**src/rtl/alu_op_encoder_pkg.sv**
```systemverilog
// ALU Operation types, RV32I opcode constants and the combinational decoder.
// Latency: none (package of types and pure functions).
// Backpressure: not applicable; consumed by the skid buffer and the encoder top.
package alu_op_pkg;

    // 4-bit ALU Operation code; 1011-1111 are never produced
    typedef enum logic [3:0] {
        ALU_AND = 4'b0000,
        ALU_OR  = 4'b0001,
        ALU_ADD = 4'b0010,
        ALU_XOR = 4'b0011,
        ALU_SLL = 4'b0100,
        ALU_SRL = 4'b0101,
        ALU_LT  = 4'b0110,
        ALU_SRA = 4'b0111,
        ALU_EQ  = 4'b1000,
        ALU_NE  = 4'b1001,
        ALU_SUB = 4'b1010
    } alu_op_e;

    // RV32I major opcodes (instr[6:0])
    localparam logic [6:0] OP_R      = 7'b0110011;
    localparam logic [6:0] OP_I      = 7'b0010011;
    localparam logic [6:0] OP_LOAD   = 7'b0000011;
    localparam logic [6:0] OP_STORE  = 7'b0100011;
    localparam logic [6:0] OP_BRANCH = 7'b1100011;
    localparam logic [6:0] OP_JAL    = 7'b1101111;
    localparam logic [6:0] OP_JALR   = 7'b1100111;
    localparam logic [6:0] OP_LUI    = 7'b0110111;
    localparam logic [6:0] OP_AUIPC  = 7'b0010111;

    // funct7 values that select the base / alternate (SUB, SRA) operation
    localparam logic [6:0] F7_BASE = 7'b0000000;
    localparam logic [6:0] F7_ALT  = 7'b0100000;

    // One decoded entry as carried through the skid buffer
    typedef struct packed {
        alu_op_e operation;
        logic    is_branch;
        logic    br_invert;
        logic    illegal;
    } alu_op_s;

    // Idle/reset value of the head entry: a harmless ADD
    localparam alu_op_s ALU_OP_RESET = '{operation: ALU_ADD, is_branch: 1'b0,
                                         br_invert: 1'b0, illegal: 1'b0};

    // Unsupported encodings still flow as ADD, flagged illegal
    localparam alu_op_s ALU_OP_ILLEGAL = '{operation: ALU_ADD, is_branch: 1'b0,
                                           br_invert: 1'b0, illegal: 1'b1};

    // Build a legal entry
    function automatic alu_op_s alu_mk(input alu_op_e op, input logic br, input logic inv);
        alu_op_s res;
        res.operation = op;
        res.is_branch = br;
        res.br_invert = inv;
        res.illegal   = 1'b0;
        return res;
    endfunction

    // Shared R/I arithmetic table. For I-type funct7 is immediate bits, except
    // for the shifts where it selects logical vs arithmetic.
    function automatic alu_op_s alu_decode_arith(input logic [2:0] funct3,
                                                 input logic [6:0] funct7,
                                                 input logic       is_reg);
        alu_op_s res;
        logic    f7_base;
        logic    f7_alt;
        logic    f7_ok;
        res     = ALU_OP_ILLEGAL;
        f7_base = (funct7 == F7_BASE);
        f7_alt  = (funct7 == F7_ALT);
        f7_ok   = !is_reg || f7_base;
        case (funct3)
            3'b000: begin
                if (f7_ok)                res = alu_mk(ALU_ADD, 1'b0, 1'b0);
                else if (f7_alt)          res = alu_mk(ALU_SUB, 1'b0, 1'b0);
            end
            3'b001: if (f7_base)          res = alu_mk(ALU_SLL, 1'b0, 1'b0);
            3'b010: if (f7_ok)            res = alu_mk(ALU_LT,  1'b0, 1'b0);
            3'b100: if (f7_ok)            res = alu_mk(ALU_XOR, 1'b0, 1'b0);
            3'b101: begin
                if (f7_base)              res = alu_mk(ALU_SRL, 1'b0, 1'b0);
                else if (f7_alt)          res = alu_mk(ALU_SRA, 1'b0, 1'b0);
            end
            3'b110: if (f7_ok)            res = alu_mk(ALU_OR,  1'b0, 1'b0);
            3'b111: if (f7_ok)            res = alu_mk(ALU_AND, 1'b0, 1'b0);
            default:                      res = ALU_OP_ILLEGAL;
        endcase
        return res;
    endfunction

    // Conditional branches: BGE reuses LT with the taken sense inverted
    function automatic alu_op_s alu_decode_branch(input logic [2:0] funct3);
        alu_op_s res;
        case (funct3)
            3'b000:  res = alu_mk(ALU_EQ, 1'b1, 1'b0);
            3'b001:  res = alu_mk(ALU_NE, 1'b1, 1'b0);
            3'b100:  res = alu_mk(ALU_LT, 1'b1, 1'b0);
            3'b101:  res = alu_mk(ALU_LT, 1'b1, 1'b1);
            default: res = ALU_OP_ILLEGAL;
        endcase
        return res;
    endfunction

    // Full decode of opcode/funct3/funct7 into one entry
    function automatic alu_op_s alu_decode(input logic [6:0] opcode,
                                           input logic [2:0] funct3,
                                           input logic [6:0] funct7);
        alu_op_s res;
        case (opcode)
            OP_R:      res = alu_decode_arith(funct3, funct7, 1'b1);
            OP_I:      res = alu_decode_arith(funct3, funct7, 1'b0);
            OP_BRANCH: res = alu_decode_branch(funct3);
            OP_LOAD, OP_STORE, OP_JAL, OP_JALR, OP_LUI, OP_AUIPC:
                       res = alu_mk(ALU_ADD, 1'b0, 1'b0);
            default:   res = ALU_OP_ILLEGAL;
        endcase
        return res;
    endfunction

endpackage

```
**src/rtl/alu_op_encoder_skid.sv**
```systemverilog
// Two-entry valid/ready skid buffer carrying decoded ALU Operation entries.
// Latency: 1 cycle from accepted input to out_valid; no combinational in->out path.
// Backpressure: in_ready is a register, low only while both entries are occupied.
module alu_op_skid
    import alu_op_pkg::*;
#(
    parameter int DEPTH = 2
) (
    input  logic    clk,
    input  logic    rst_n,
    input  logic    flush,
    input  logic    in_valid,
    output logic    in_ready,
    input  alu_op_s in_data,
    output logic    out_valid,
    input  logic    out_ready,
    output alu_op_s out_data
);

    if (DEPTH != 2) begin : g_depth_check
        $error("alu_op_skid: DEPTH must be 2");
    end

    logic [1:0] r_count;
    logic       r_in_ready;
    logic       r_out_valid;
    alu_op_s    r_head;
    alu_op_s    r_tail;

    logic       w_push;
    logic       w_pop;
    logic [1:0] w_count_nxt;
    alu_op_s    w_head_nxt;
    alu_op_s    w_tail_nxt;

    // flush overrides both sides of the handshake
    assign w_push = in_valid && r_in_ready && !flush;
    assign w_pop  = r_out_valid && out_ready && !flush;

    // Next occupancy and entry contents; head only changes on a pop or fill from empty
    always_comb begin
        w_count_nxt = r_count;
        w_head_nxt  = r_head;
        w_tail_nxt  = r_tail;
        if (flush) begin
            w_count_nxt = 2'd0;
        end else begin
            case (r_count)
                2'd0: begin
                    if (w_push) begin
                        w_head_nxt  = in_data;
                        w_count_nxt = 2'd1;
                    end
                end
                2'd1: begin
                    case ({w_push, w_pop})
                        2'b11: w_head_nxt = in_data;
                        2'b10: begin
                            w_tail_nxt  = in_data;
                            w_count_nxt = 2'd2;
                        end
                        2'b01: w_count_nxt = 2'd0;
                        default: w_count_nxt = r_count;
                    endcase
                end
                2'd2: begin
                    // in_ready is low here, so only a pop can happen
                    if (w_pop) begin
                        w_head_nxt  = r_tail;
                        w_count_nxt = 2'd1;
                    end
                end
                default: w_count_nxt = 2'd0;
            endcase
        end
    end

    // State register; ready/valid are registered copies of the next occupancy
    always_ff @(posedge clk or negedge rst_n) begin
        if (!rst_n) begin
            r_count     <= 2'd0;
            r_in_ready  <= 1'b1;
            r_out_valid <= 1'b0;
            r_head      <= ALU_OP_RESET;
            r_tail      <= ALU_OP_RESET;
        end else begin
            r_count     <= w_count_nxt;
            r_in_ready  <= (w_count_nxt != 2'd2);
            r_out_valid <= (w_count_nxt != 2'd0);
            r_head      <= w_head_nxt;
            r_tail      <= w_tail_nxt;
        end
    end

    assign in_ready  = r_in_ready;
    assign out_valid = r_out_valid;
    assign out_data  = r_head;

endmodule

```
**src/rtl/alu_op_encoder.sv**
```systemverilog
// Decodes RV32I opcode/funct3/funct7 into the ALU Operation code and branch qualifiers.
// Latency: 1 cycle, result leaves from a register; no combinational in->out path.
// Backpressure: 2-entry skid buffer; in_ready is registered and drops only when full.
module alu_op_encoder
    import alu_op_pkg::*;
#(
    parameter int OPCODE_LENGTH = 4,
    parameter int DEPTH         = 2
) (
    input  logic                     clk,
    input  logic                     rst_n,
    input  logic                     flush,
    input  logic                     in_valid,
    output logic                     in_ready,
    input  logic [6:0]               in_opcode,
    input  logic [2:0]               in_funct3,
    input  logic [6:0]               in_funct7,
    output logic                     out_valid,
    input  logic                     out_ready,
    output logic [OPCODE_LENGTH-1:0] out_operation,
    output logic                     out_is_branch,
    output logic                     out_br_invert,
    output logic                     out_illegal
);

    if (OPCODE_LENGTH != 4) begin : g_width_check
        $error("alu_op_encoder: OPCODE_LENGTH must be 4");
    end

    alu_op_s w_decoded;
    alu_op_s w_head;

    // Pure decode of the incoming fields; captured by the skid buffer on push
    always_comb begin
        w_decoded = alu_decode(in_opcode, in_funct3, in_funct7);
    end

    alu_op_skid #(
        .DEPTH(DEPTH)
    ) u_skid (
        .clk       (clk),
        .rst_n     (rst_n),
        .flush     (flush),
        .in_valid  (in_valid),
        .in_ready  (in_ready),
        .in_data   (w_decoded),
        .out_valid (out_valid),
        .out_ready (out_ready),
        .out_data  (w_head)
    );

    assign out_operation = w_head.operation;
    assign out_is_branch = w_head.is_branch;
    assign out_br_invert = w_head.br_invert;
    assign out_illegal   = w_head.illegal;

endmodule

```
**config.mk**
```make
export PLATFORM = sky130hd
export DESIGN_NAME = alu_op_encoder
export DESIGN_NICKNAME = d
export VERILOG_FILES = /design/src/rtl/alu_op_encoder_pkg.sv /design/src/rtl/alu_op_encoder_skid.sv /design/src/rtl/alu_op_encoder.sv
export SDC_FILE = /design/constraint.sdc
export NUM_CORES = 1
export LEC_CHECK = 0
export BUFFER_PORTS_ARGS = -buffer_cell sky130_fd_sc_hd__buf_2
export CAP_MARGIN = 20
export CORE_AREA = 2 2 55 57
export CTS_CLUSTER_SIZE = 24
export DETAILED_ROUTE_END_ITERATION = 10
export DIE_AREA = 0 0 57 59
export GPL_ROUTABILITY_DRIVEN = 0
export PLACE_DENSITY = 0.67
export SYNTH_ARGS = -nofsm -noshare
export SYNTH_HDL_FRONTEND = slang
export SYNTH_SLANG_ARGS = --single-unit
```
**constraint.sdc**
```tcl
create_clock -name clk -period 4.5 [get_ports clk]
set_input_delay 0.225 -clock clk [delete_from_list [all_inputs] [get_ports clk]]
set_output_delay 0.225 -clock clk [all_outputs]
set_load 0.05 [all_outputs]
```
### Word-level counts from Yosys, hierarchy flattened

Cells that the tools add are included.

* equal/unequal tests: 25
* muxes and demuxes: 22
* bitwise operators: 1
* reduce and logical (&&, ||, !) cells: 13

Operators by type and width (count)
* $pmux 7 s7: 2
* $pmux 7 s4: 2
* $mux 7: 5
* $eq 7x6->1 const B: 4
* $mux 6: 4
* $eq 7x7->1 const B: 3
* $pmux 7 s3: 1
* $eq 7x5->1 const B: 2
* $eq 3x3->1 const B: 4
* $mux 5: 2
* $eq 7x2->1 const B: 1
* $logic_not 7->1: 1
* $eq 2x2->1 const B: 3
* $mux 2: 3
* $pmux 2 s3: 1
* $reduce_or 6->1: 1
* $reduce_and 5->1: 1
* $eq 2x1->1 const B: 2
* $logic_and 1x1->1: 4
* $mux 4: 1
* $ne 2x1->1 const B: 2
* $ne 2x2->1 const B: 2
* $pmux 2 s2: 1
* $eq 3x1->1 const B: 1
* 8 further kinds: 8

* register bits after elaboration: 18
* output and inout bits: 9

### Longest topological paths before layout

* depth after elaboration: 7
* gate-level depth with buffers: 9
* mapped depth without buffers: 8

### Hierarchy

A second synthesis with hierarchy kept.

* cells, all modules: 116
* area total of the unflattened synthesis: 1182.4 sq um

Modules (own cells, without submodules)
* alu_op_skid: instances 1, cells an instance 64, area an instance 820.8 sq um
* alu_op_encoder: instances 1, cells an instance 52, area an instance 361.6 sq um

### Least setup slack after synthesis

Ideal clock, no wire load.

* path kind: flip-flop to flip-flop
* start point: register u_skid.r_in_ready, in the netlist u_skid.in_ready
* end point: register u_skid.r_tail[4] (netlist bit)
* library setup time: 105 ps
* arrival time: 1872 ps
* required time: 4395 ps
* slack: 2523 ps
* cell stages (with the launch flop): 8
* path buffers: 1
* period minus slack after synthesis: 1977 ps
* cell sequence: dfstp_2 > nand2_1 > nor2_1 > ha_1 > nand3b_1 > or2_2 > buf_6 > o41ai_1

* longest elaborated chain between the ends: 4

Ends and longest elaborated chain
* start, declared: line alu_op_encoder_skid.sv:25 `logic r_in_ready;`
* start signal, assigned: line alu_op_encoder_skid.sv:88 `r_in_ready <= (w_count_nxt != 2'd2);`
* $logic_and 1x1->1 (2 in series): line alu_op_encoder_skid.sv:37 `assign w_push = in_valid && r_in_ready && !flush;`
* $eq 2x2->1: line alu_op_encoder_skid.sv:56 `case ({w_push, w_pop})`
* $reduce_and 3->1 (no line)
* end signal, assigned: line alu_op_encoder_skid.sv:91 `r_tail <= w_tail_nxt;`
* end, declared: line alu_op_encoder_skid.sv:28 `alu_op_s r_tail;`

No other way between the ends.
A chain may end at the register's enable or synchronous reset.

### Final worst setup path

* start point: register u_skid.r_in_ready, in the netlist u_skid.in_ready
* end point: register u_skid.r_head, in the netlist u_skid.out_data[1]

* longest elaborated chain between the ends: 5

Ends and longest elaborated chain
* $logic_and 1x1->1 * (2 in series): line alu_op_encoder_skid.sv:37
* $eq 2x2->1: line alu_op_encoder_skid.sv:56
* $ne 2x2->1 (no line)
* $reduce_and 5->1 (no line) *
* end signal, assigned: line alu_op_encoder_skid.sv:90 `r_head <= w_head_nxt;`
* end, declared: line alu_op_encoder_skid.sv:27 `alu_op_s r_head;`

Mark *: on every way between the ends. The rest lies on a longest branch, timed or not.

==> impl_metrics.yaml <==
finish:
  design_area_sq_um: 1370
  final_cell_mix: "buf_2 (30), nand2_1 (18), nor2_1 (18)"
  fillers: 260
  syn_to_final_growth_pct: 16.6
  nets: 188
  layout-drive-gt1-share_pct: 30.7
  final_common_cell: "buf_2"
  diodes: 0
  final_core_util_pct: 50.6
worst_setup_path:
  worst-path-max-fanout: 6
  crit_type: "flip-flop to flip-flop"
  cp.required_ns: 4.69
  crit_path_end_kind: "flip-flop"
  cp.arrival_ns: 2.11
  r2r_cells: 8
  cp-start-kind: "flip-flop"
routing:
  drt-pass1-iter-count: 5
  first_iter_violations: 34
  num_vias: 1096
  drt-total-wl_um: 2670
  drcViolationCount: 0
  ant_nets: 0
  wire_per_inst_um: 13.8
  avgViaCountPerCell: 5.65
grt:
  grt_pass1_wl_um: 4570
  grt_pass1_vias: 1047
  antenna_found_initial: 0
  grt_use_total_pct: 17.6
  grt-ovfl-total: 0
  grt_max_degree: 19
logic_synthesis:
  synth-xor-area-share_pct: 0
  ys_ff_latch: 18
  synth_top_family_by_area: "simple AND/OR/NAND/NOR gates"
  synth_edf_count: 0
  syn_nets: 156
  yosys_warnings: 0
  syn_area_sq_um: 1170
  synth_compound_area_share_pct: 23.1
  synth.avg_cell_area_sq_um: 8.90
  synth-simple-area-share_pct: 31.1
  synthAdderAreaFrac_pct: 2.13
  ys_types: 46
  synth_flop_cell: "dfrtp_1"
  synthMuxAreaShare_pct: 0
  netlist_instances: 132
  ys_seq_area_share_pct: 38.7
  ys_async_sr_fraction_pct: 100
timing:
  fin_tns_setup_ns: 0
  fin_crit_ns: 1.92
  finalHoldViolations: 0
  setup-violations-final: 0
  period_share_pct: 42.6
  final.setup.worst_slack_ns: 2.58
  max_freq_mhz: 521
  tightest_slew_ns: 0.524
  slew_headroom_pct: 64.7
  maxSlewViolCount: 0
  fin_skew_ns: 0.00593
  rsz0062_at_grt: "false"
hold_path:
  hp-class: "input pin to flip-flop"
  hold_depth: 2
floorplanning:
  core_sq_um: 2710
  dieWidth_um: 57
  start_util_pct: 43.4
  num_rows: 19
  ios: 31
  dieHeight_um: 59
  die-area_sq_um: 3360
clock_network:
  clk_pin_slew_worst_paths_ns: 0.10
  cts_root_buffer: "clkbuf_4"
  cts_buffer_depth: 2
  htreeDepth: 1
  cts_tree: "yes"
  cts_resized: 0
  cts_sinks: 18
  holdBufCountCts: 1
  numCtsBuffers: 3
  post_cts_buffers: 0
  clk_latency_ns: 0.30
pwr:
  p_leak_nw: 0.604
  vdd_drop_max_mv: 0.174
  cellPowerDensity_nw_per_um2: 299
placement:
  hpwl_um: 2110
  placement.io_buffers: 30
  post_dp_cell_area_sq_um: 1320
  post-place-ws_ns: 2.60
flow_run:
  maxCapViolCount: 0
outcome:
  status: "complete, no violations"
report_power, final:
part | internal [mW] | switching, mW | total, mW
clock | 0.0493 | 0.0507 | 0.100
combinational | 0.0369 | 0.0781 | 0.115
sequential | 0.185 | 0.0103 | 0.195
stage by stage:
step / power, mW / hold WS, ns / cells
floorplan: 0.279 / -0.0706 / 132
global placement: 0.309 / 0.171 / 189
detailed placement: 0.313 / 0.180 / 189
CTS: 0.415 / 0.170 / 194
global route: 0.437 / 0.187 / 194
finish: 0.410 / 0.180 / 194
kinds of logic after synthesis:
family,Yosys count
compound gates,37
fa+ha+maj,2
buf+inv,9
flops,18
simple gates,66
flip-flops by register name (all words and copies together) (netlist names):
register / flops
u_skid.out_valid: 1
u_skid.out_data: 7
u_skid.in_ready: 1
u_skid.r_tail: 7
u_skid.r_count: 2
routing by layer:
metal / track usage (%) / part of all wire, %
met1: 23.1 / 45
met2: 29.1 / 49
met3: 3.71 / 4.4
met4: 6.31 / 1.9
met5: 0 / 0
critical path: stages, from the launching register on:
cell and delay [ns]:
dfstp_2 0.56, nand2_1 0.05, nor2_1 0.14, ha_1 0.17, nand2_1 0.07, a211o_1 0.37
nand2_1 0.21, o211ai_1 0.13, o21a_1 0.12
synth_stat cells (2+ instances only):
| master | instances | area [sq um] |
|---|---|---|
| a21oi_1 | 10 | 50.1 |
| a2111oi_0 | 2 | 17.5 |
| o21a_1 | 2 | 15.0 |
| or2_2 | 3 | 18.8 |
| nand3b_1 | 4 | 30.0 |
| dfrtp_1 | 15 | 375 |
| a32oi_1 | 2 | 17.5 |
| ha_1 | 2 | 25.0 |
| nor2_1 | 18 | 67.6 |
| nor2b_1 | 2 | 12.5 |
| o41ai_1 | 2 | 17.5 |
| and3_1 | 2 | 12.5 |
| dfstp_2 | 3 | 78.8 |
| buf_6 | 2 | 22.5 |
| nand2_1 | 18 | 67.6 |
| o21ai_0 | 6 | 30.0 |
| inv_1 | 5 | 18.8 |
| a31oi_1 | 3 | 18.8 |
| nor3_1 | 3 | 15.0 |
| or3_1 | 2 | 12.5 |
final timing paths:
check | startpoint | end | slack, ns
worst min-delay path | flush | u_skid.r_count[0] | 0.18
worst max register to register | u_skid.in_ready | u_skid.out_data[1] | 2.58
worst max-delay path | u_skid.in_ready | u_skid.out_data[1] | 2.58
max in group asynchronous | rst_n | u_skid.r_tail[4] | 3.80
worst min register to register | u_skid.r_tail[1] | u_skid.r_tail[1] | 0.49
min in group asynchronous | rst_n | u_skid.out_valid | 0.37
area by class of cell:
cell class | instances | area, sq um | area share, %
multi-input combinational | 105 | 662 | 48.3
sequential | 18 | 454 | 33.2
timing repair buffer | 31 | 160 | 11.7
tap | 31 | 38.8 | 2.83
clock buffer | 4 | 36.3 | 2.65
inverter | 5 | 18.8 | 1.37
No activity file was read; power rests on OpenSTA's default activity.
